`config.mk`:
```
export PLATFORM = sky130hd
export DESIGN_NAME = tick_sched
export DESIGN_NICKNAME = d
export VERILOG_FILES = /design/src/rtl/tick_sched.sv
export SDC_FILE = /design/constraint.sdc
export NUM_CORES = 1
export LEC_CHECK = 0
export BUFFER_PORTS_ARGS = -buffer_cell sky130_fd_sc_hd__buf_2
export CORE_MARGIN = 4
export CORE_UTILIZATION = 60
export CTS_CLUSTER_SIZE = 16
export DETAILED_ROUTE_END_ITERATION = 8
export PLACE_DENSITY_LB_ADDON = 0.05
export SYNTH_ARGS = -nofsm -noshare
export SYNTH_HDL_FRONTEND = slang
export SYNTH_SLANG_ARGS = --single-unit
```
`constraint.sdc`:
```
create_clock -name clk -period 4.11 [get_ports clk]
set_input_delay 0.6165 -clock clk [delete_from_list [all_inputs] [get_ports clk]]
set_output_delay 0.6165 -clock clk [all_outputs]
set_load 0.03 [all_outputs]
```
`src/rtl/tick_sched.sv`:
```
// Timer scheduler: one shared prescaler produces clock-enable ticks that
// advance NCH periodic/one-shot channel counters behind a small register window.
module tick_sched #(
  parameter int NCH = 4,
  parameter int DW  = 16
) (
  input  logic           clk,
  input  logic           rst_n,
  input  logic           wr,
  input  logic [2:0]     addr,
  input  logic [DW-1:0]  wdata,
  output logic [DW-1:0]  rdata,
  output logic           tick,
  output logic [NCH-1:0] fire,
  output logic           irq
);

  localparam logic [DW:0] ONE = {{DW{1'b0}}, 1'b1};

  logic [DW-1:0]  shadow;
  logic [DW-1:0]  div_a;
  logic [DW-1:0]  pcnt;
  logic [NCH-1:0] en;
  logic [NCH-1:0] oneshot;
  logic [NCH-1:0] pend;
  logic [DW-1:0]  period [NCH];
  logic [DW-1:0]  ccnt   [NCH];

  logic           running;
  logic [DW:0]    div_eff;
  logic [DW:0]    pcnt_inc;
  logic [DW:0]    per_eff  [NCH];
  logic [DW:0]    ccnt_inc [NCH];
  logic [NCH-1:0] expire;
  logic           wr_pre;
  logic           wr_ctrl;
  logic           wr_pend;
  logic [NCH-1:0] wr_per;
  logic [NCH-1:0] pend_clr;

  // Increments are one bit wider than the counters so all-ones never wraps.
  always_comb begin
    running  = |en;
    div_eff  = (div_a == '0) ? ONE : {1'b0, div_a};
    pcnt_inc = {1'b0, pcnt} + ONE;
    tick     = running && (pcnt_inc >= div_eff);
  end

  always_comb begin
    expire = '0;
    for (int i = 0; i < NCH; i++) begin
      per_eff[i]  = (period[i] == '0) ? ONE : {1'b0, period[i]};
      ccnt_inc[i] = {1'b0, ccnt[i]} + ONE;
      expire[i]   = tick && en[i] && (ccnt_inc[i] >= per_eff[i]);
    end
  end

  always_comb begin
    wr_pre   = wr && (addr == 3'd0);
    wr_ctrl  = wr && (addr == 3'd1);
    wr_pend  = wr && (addr == 3'd2);
    pend_clr = wr_pend ? wdata[NCH-1:0] : '0;
    wr_per   = '0;
    for (int i = 0; i < NCH; i++) begin
      wr_per[i] = wr && (addr == 3'(4 + i));
    end
  end

  // The divisor only changes on a tick (or while idle), so a tick interval is never cut short.
  always_ff @(posedge clk or negedge rst_n) begin
    if (!rst_n) begin
      shadow <= '0;
      div_a  <= '0;
      pcnt   <= '0;
    end else begin
      if (wr_pre) begin
        shadow <= wdata;
      end
      if (!running || tick) begin
        pcnt  <= '0;
        div_a <= shadow;
      end else begin
        pcnt <= pcnt_inc[DW-1:0];
      end
    end
  end

  // A CTRL write overrides a one-shot self-clear; hardware pending set beats software clear.
  always_ff @(posedge clk or negedge rst_n) begin
    if (!rst_n) begin
      en      <= '0;
      oneshot <= '0;
      pend    <= '0;
      fire    <= '0;
      for (int i = 0; i < NCH; i++) begin
        period[i] <= '0;
        ccnt[i]   <= '0;
      end
    end else begin
      fire <= expire;
      pend <= (pend & ~pend_clr) | expire;
      if (wr_ctrl) begin
        en      <= wdata[NCH-1:0];
        oneshot <= wdata[NCH+3:4];
      end else begin
        en <= en & ~(expire & oneshot);
      end
      for (int i = 0; i < NCH; i++) begin
        if (wr_per[i]) begin
          period[i] <= wdata;
        end
        if (!en[i] || expire[i]) begin
          ccnt[i] <= '0;
        end else if (tick) begin
          ccnt[i] <= ccnt_inc[i][DW-1:0];
        end
      end
    end
  end

  always_comb begin
    rdata = '0;
    case (addr)
      3'd0: rdata = shadow;
      3'd1: begin
        rdata[NCH-1:0]   = en;
        rdata[NCH+3:4]   = oneshot;
      end
      3'd2: rdata[NCH-1:0] = pend;
      3'd3: rdata = '0;
      default: begin
        for (int i = 0; i < NCH; i++) begin
          if (addr == 3'(4 + i)) begin
            rdata = period[i];
          end
        end
      end
    endcase
  end

  assign irq = |pend;

endmodule

```
==> metrics.csv, run 1 <==
stage,metric,value,unit
logic_synthesis,synth_common_cells,"192 x dfrtp_1, 129 x nand2_1, 92 x inv_1, 85 x ha_1, 81 x mux2_2",
critical_path,crit_chain,ha_1 -> nand2_2 -> nor2_2 -> xor2_1 -> ha_1 -> nand4_1 -> or3_1 -> a211oi_2 -> a311oi_2 -> and2_4 -> a41oi_1 -> buf_4,
clocking,root_buffer,clkbuf_16,
logic_synthesis,syn-num-nets,1363,
critical_path,worstPathRequired,3490,ps
critical_path,worst_path_max_delay_cell,dfrtp_1,
clocking,clockBufferDepth,2,
clocking,numCtsBuffers,17,
logic_synthesis,synth_area,12100,um^2
layout,drive_above_1_share,17.1,%
logic_synthesis,synth-seq-cells,192,
logic_synthesis,yosys.cell_types.count,66,
floorplanning,num_rows,51,
status,outcome,finished clean,
critical_path,worstSetupPathType,flop to output pin,
timing,worstMarginPinSlew,1170,ps
timing,finalHoldViolCount,0,
layout,fin_nets,1385,
timing,drv_slew,0,
layout,fin_util,67.4,%
logic_synthesis,synthCells,1256,
global_routing,globalRouteOverflowTotal,0,
clocking,cts.hold.buffers_added,0,
global_routing,grt.total_usage,29.5,%
clocking,clk_latency,440,ps
logic_synthesis,synth_top_cell_area_share,39.8,%
timing,timing.setup.tns,0,ps
timing,setup_viol,0,
logic_synthesis,yosys_warnings,0,
drt,routed-via-count,9776,
flow_run,max_cap_viol_count,0,
logic_synthesis,synth_top_area_cell,dfrtp_1,
floorplanning,dieArea,22400,um^2
timing,finalCritPeriodShare,95.7,%
drt,wl_per_cell,20.4,um
drt,remaining_drc_errors,0,
critical_path,worstSetupEndpointType,output pin,
timing,fin_crit,3930,ps
layout,nFillCells,1595,
power_and_ir_drop,power_density,422,nW/um^2
global_routing,antenna_found_initial,1,
clocking,clkSlewWorstSetupHoldPaths,80,ps
timing,max_freq,254,MHz
drt,via_per_inst,6.28,
logic_synthesis,ys_async_sr_fraction,100,%
logic_synthesis,syn_area_per_cell,9.60,um^2
critical_path,crit_top_cell,ha_1,
logic_synthesis,synth_ff_type,dfrtp_1,
placement,dp_slack,401,ps
floorplanning,start_util,61.6,%
drt,drtIter0Drc,747,
floorplanning,coreArea,19600,um^2
logic_synthesis,synth_edf_count,0,
placement,dp.cells,1520,
floorplanning,io_pins,44,
critical_path,cp_max_fo,4,
drt,wl,31700,um
placement,hpwl,23200,um
timing,finalWorstSetupSlack,177,ps
drt,drtPass1Iterations,5,
critical_path,cp_slowest_stage_delay,410,ps
logic_synthesis,ys_top_cells_by_area,"dfrtp_1 40%, ha_1 8.8%, mux2_2 7.6%, nand2_1 4.0%, xnor2_1 2.9%",
logic_synthesis,ys_seq_area_share,39.8,%
drt,ant_nets,0,
global_routing,grt_pass1_vias,9365,
power_and_ir_drop,cellLeakagePower,6.18,nW
timing,hold_ws,272,ps
floorplanning,die_h,150,um
global_routing,grt_first_pass_wirelength,51200,um
clocking,htreeDepth,4,
placement,routabilityCongestion,1.00,
floorplanning,fp.dieW,150,um
clocking,cts_tree,yes,
placement,io_buffers,43,
hold_path,hold_class,input port to async pin,
global_routing,grt_max_degree,107,
clocking,cts_sinks,192,
logic_synthesis,yosysMostFrequentCell,dfrtp_1,
critical_path,crit_arrival,3320,ps
critical_path,start_kind,flop,
timing,slew_headroom,22.0,%
layout,area_delta_synth_final,9.52,%
power_and_ir_drop,max-vdd-ir-drop,0.312,mV
timing,clock_skew,12.0,ps
layout,fin_cells,1557,
-- layer usage --
metal | up-vias | track usage (%) | part of all wire (%)
met2 | 374 | 45.7 | 46
li1 | 4611 | - | -
met4 | 0 | 9.47 | 3.0
met5 | - | 0 | 0
met1 | 4724 | 42.3 | 44
met3 | 67 | 5.39 | 6.5
-- area by class of cell --
type | count | area (um^2) | share of cell area, %
inverters | 92 | 345 | 2.61
multi-input cells | 906 | 6720 | 50.9
repair buffers | 69 | 422 | 3.19
diodes | 1 | 2.50 | 0.0189
well taps | 265 | 332 | 2.51
clock inverters | 14 | 145 | 1.10
flip-flops and latches | 192 | 4810 | 36.4
clock buffers | 18 | 439 | 3.32
-- cells by family after synthesis --
| logic type | synth area share (%) |
|---|---|
| and+or+nand+nor | 18.4 |
| AOI/OAI and AO/OA | 12.1 |
| DFF | 39.8 |
| buffers and inverters | 5.16 |
| muxes | 10.8 |
| adders and majority gates | 8.82 |
| xor gates and xnor gates | 4.94 |
-- stage by stage --
stage | cell area, um^2 | power, mW
global placement | 12500 | 3.85
floorplan | 12100 | 3.39
CTS | 13100 | 5.55
global route | 13200 | 5.87
detailed placement | 12500 | 3.89
finish | 13200 | 5.57
-- layout by cell type (no fill, tap or decap), drive strengths merged, types with 6 or more instances in the layout --
master and instances:
a211oi 13, a21o 13, a21oi 62, a32oi 19
and3 26, buf 68, clkbuf 19, dfrtp 192
ha 85, inv 99, mux2 81, mux2i 21
mux4 8, nand2 130, nand2b 8, nand3 68
nand3b 7, nand4 35, nor2 56, nor2b 19
nor3 23, nor3b 6, nor4 20, o21ai 37
o221ai 10, o22ai 9, o41ai 18, or3 7
or4 8, xnor2 40, xor2 28
-- critical path, delay by kind of cell (launching register included) --
family,cells,cell delay (ps)
XOR/XNOR,1,170
adder cells (fa/ha/maj),2,560
AND/OR/NAND/NOR,5,950
buffers and inverters,1,210
flip-flops,1,410
AO/OA/AOI/OAI,3,570
-- sequential cells by signal, summed over array words and instances, names as in the netlist --
signal and cells:
fire 4, period 64, shadow 16, div_a 16, pend 4, ccnt 64, pcnt 16, oneshot 4
en 4
-- what timing repair did --
action	in CTS	in global routing
setup buffers	1	3
resized for setup	2	13
setup endpoints to repair	1	1
endpoints found under the hold margin	0	0
pin swaps	1	1
-- power by group --
group	switching (mW)	internal (mW)
registers	0.380	2.18
clock network	0.794	0.873
logic	0.766	0.575
-- worst paths after layout --
path,startpoint,endpoint,slack [ps],depth (start not counted)
min in group clk,wdata[4],oneshot[0],490,3
hold reg to reg,oneshot[3],en[3],510,1
setup / recovery,pcnt[0],tick,180,12
max in group asynchronous,rst_n,shadow[0],2800,2
hold / removal,rst_n,ccnt[9],270,1
setup reg to reg,ccnt[0],ccnt[7],360,13
Note: power is estimated with default switching activity, not from simulation.
==> inputs of run 2 (changes only) <==
CTS_BUF_LIST = sky130_fd_sc_hd__clkbuf_2   (was default)
CTS_CLUSTER_SIZE = 40   (was 16)
==> metrics.csv, run 2 (synthesis gave the netlist of run 1 again) <==
stage,metric,value,unit
status,outcome,finished with violations,
status,failed_checks,setup timing,
global_routing,grt_max_degree,107,
critical_path,r2r-end,ccnt[5],
drt,wl,32000,um
power_and_ir_drop,max-vdd-ir-drop,0.254,mV
critical_path,cp.buffers_inverters,1,
hold_path,hold_class,input port to flop,
power_and_ir_drop,switching_share,38.2,%
floorplanning,dieArea,22400,um^2
drt,via_per_inst,6.22,
placement,io_buffers,43,
critical_path,r2r_start,ccnt[0],
critical_path,cp_max_fo,3,
hold_path,hp-start,wdata[6],
drt,routed-via-count,9783,
floorplanning,io_pins,44,
critical_path,worstSetupEndpointType,output pin,
drt,drtPass1Iterations,7,
hold_path,whs_endpoint,oneshot[2],
drt,ant_nets,0,
placement,place_area,12500,um^2
clocking,htreeDepth,4,
floorplanning,start_util,61.6,%
layout,nFillCells,1630,
layout,fin_cells,1573,
critical_path,cp.depth,13,
clocking,cts_sinks,192,
timing,timing.setup.tns,-0.785,ps
power_and_ir_drop,p_sw,1.88,mW
timing,max_freq,243,MHz
placement,hpwl,23200,um
timing,setup_viol,1,
global_routing,grt_pass1_vias,9356,
clocking,clkSlewWorstSetupHoldPaths,270,ps
timing,hold_ws,110,ps
drt,wl_per_cell,20.3,um
layout,fin_nets,1400,
timing,finalWorstSetupSlack,-0.785,ps
layout,layout_commonest_cell,dfrtp_1,
critical_path,worstPathRequired,3490,ps
timing,slew_headroom,23.1,%
timing,finalCritPeriodShare,100,%
critical_path,start_kind,flop,
global_routing,globalRouteOverflowTotal,0,
timing,drv_slew,0,
power_and_ir_drop,intPower,3.05,mW
clocking,root_buffer,clkbuf_2,
critical_path,worst_path_max_delay_cell,dfrtp_1,
critical_path,rrSetupSlack,390,ps
clocking,cts_tree,yes,
layout,area_delta_synth_final,8.40,%
power_and_ir_drop,pwr-share-comb,28.8,%
placement,dp_slack,401,ps
drt,drtIter0Drc,746,
layout,drive_above_1_share,18.9,%
global_routing,grt.total_usage,29.4,%
drt,remaining_drc_errors,0,
critical_path,crit_chain,ha_4 -> nand2_4 -> nor3_4 -> nand3_2 -> xnor2_2 -> ha_1 -> a21oi_1 -> o21a_1 -> o21ai_1 -> a311oi_2 -> and2_4 -> a41oi_2 -> buf_6,
clocking,numCtsBuffers,17,
layout,final_cell_mix,"192 x dfrtp_1, 124 x nand2_1, 91 x inv_1",
critical_path,crit_arrival,3490,ps
critical_path,worst-r2r-cell-count,13,
global_routing,antenna_found_initial,2,
hold_path,min_path_cells,3,
layout,reg_top3,"ccnt: 64 flops, period: 64 flops",
critical_path,path_delay_family,compound AO/OA/AOI/OAI gates,
power_and_ir_drop,power_frac_seq,51.9,%
floorplanning,coreArea,19600,um^2
flow_run,max_cap_viol_count,0,
critical_path,cp-startpoint,pcnt[1],
floorplanning,num_rows,51,
critical_path,worstSetupPathType,flop to output pin,
layout,seq_area,4800,um^2
power_and_ir_drop,power_density,377,nW/um^2
placement,routabilityCongestion,1.00,
clocking,clockBufferDepth,2,
clocking,clk_latency,800,ps
power_and_ir_drop,cellLeakagePower,6.18,nW
layout,final_cell_area,13100,um^2
layout,multiInputGateArea,6810,um^2
critical_path,cp_slowest_stage_delay,470,ps
global_routing,grt_first_pass_wirelength,51300,um
timing,worstMarginPinSlew,1150,ps
floorplanning,die_h,150,um
timing,fin_crit,4110,ps
placement,dp.cells,1520,
timing,clock_skew,56.9,ps
floorplanning,fp.dieW,150,um
timing,finalHoldViolCount,0,
timing,grt_setup_unrepaired,true,
power_and_ir_drop,clock_power_share,19.3,%
==> run 2: cell types whose count changed in the layout (fill, tap and decap cells not counted), moves of 3 or more <==
cell       delta
clkbuf_16    -17
clkbuf_2     +17
buf_4        +11
nand2_1       -4
buf_6         +3
nand2_2       +3
nand3_1       -3
nand3_2       +3
xnor2_1       -3
xnor2_2       +3
==> run 2: how the worst max path moves through the flow <==
stage	slack [ps]	endpoint
final	-0.8	tick
after global routing	-200	tick
after CTS	0.2	tick
after detailed placement	400	tick
after global placement	510	tick
after floorplan	370	tick
==> run 2: worst reg2reg max path, cell delays in order (launching register included) <==
cell	delay (ps)
dfrtp_1	470
ha_1	260
and3_1	220
nand4_1	130
or2_2	360
nor2_1	180
xor2_1	210
ha_1	280
nand4_1	120
nor4_1	70
a221oi_1	300
o2111a_1	470
or3b_2	480
o311ai_0	110
==> run 2: layout make-up <==
type	count	area share [%]
diodes	2	0.0383
clock buffers	17	0.651
clock inverters	15	1.14
inverters	92	2.64
multi-input cells	906	52.1
flip-flops and latches	192	36.7
well taps	265	2.54
repair buffers	84	4.19
==> run 2: power by group through the flow <==
stage	combinational [mW]	clock (mW)	sequential (mW)
after floorplan	0.986	0	2.40
after detailed placement	1.31	0	2.58
final	1.42	0.950	2.56
after global placement	1.28	0	2.57
after global routing	1.59	1.03	2.60
after CTS	1.41	0.969	2.55
==> run 2: metal layers <==
metal  global-route usage, %  vias to the layer above  wire length (um)
met5                       0                        -                 0
met4                    9.65                        0               980
met3                    4.45                       61              2060
met2                    45.7                      331             14600
met1                    42.5                     4754             14300
li1                        -                     4637                 -
==> run 2: through the flow <==
stage / total power, mW / util (%)
global route: 5.22 / 66.7
floorplan: 3.39 / -
detailed placement: 3.89 / 63.9
CTS: 4.93 / 66.6
finish: 4.93 / 66.7
global placement: 3.85 / 63.9
==> run 2: repair_timing <==
| item | in CTS | in global routing |
|---|---|---|
| endpoints found under the hold margin | 103 | 0 |
| resized for setup | 31 | 4 |
| pin swaps | 16 | 1 |
| hold buffers | 1 | 0 |
| endpoints found under the setup margin | 1 | 2 |
| buffers inserted | 17 | 1 |
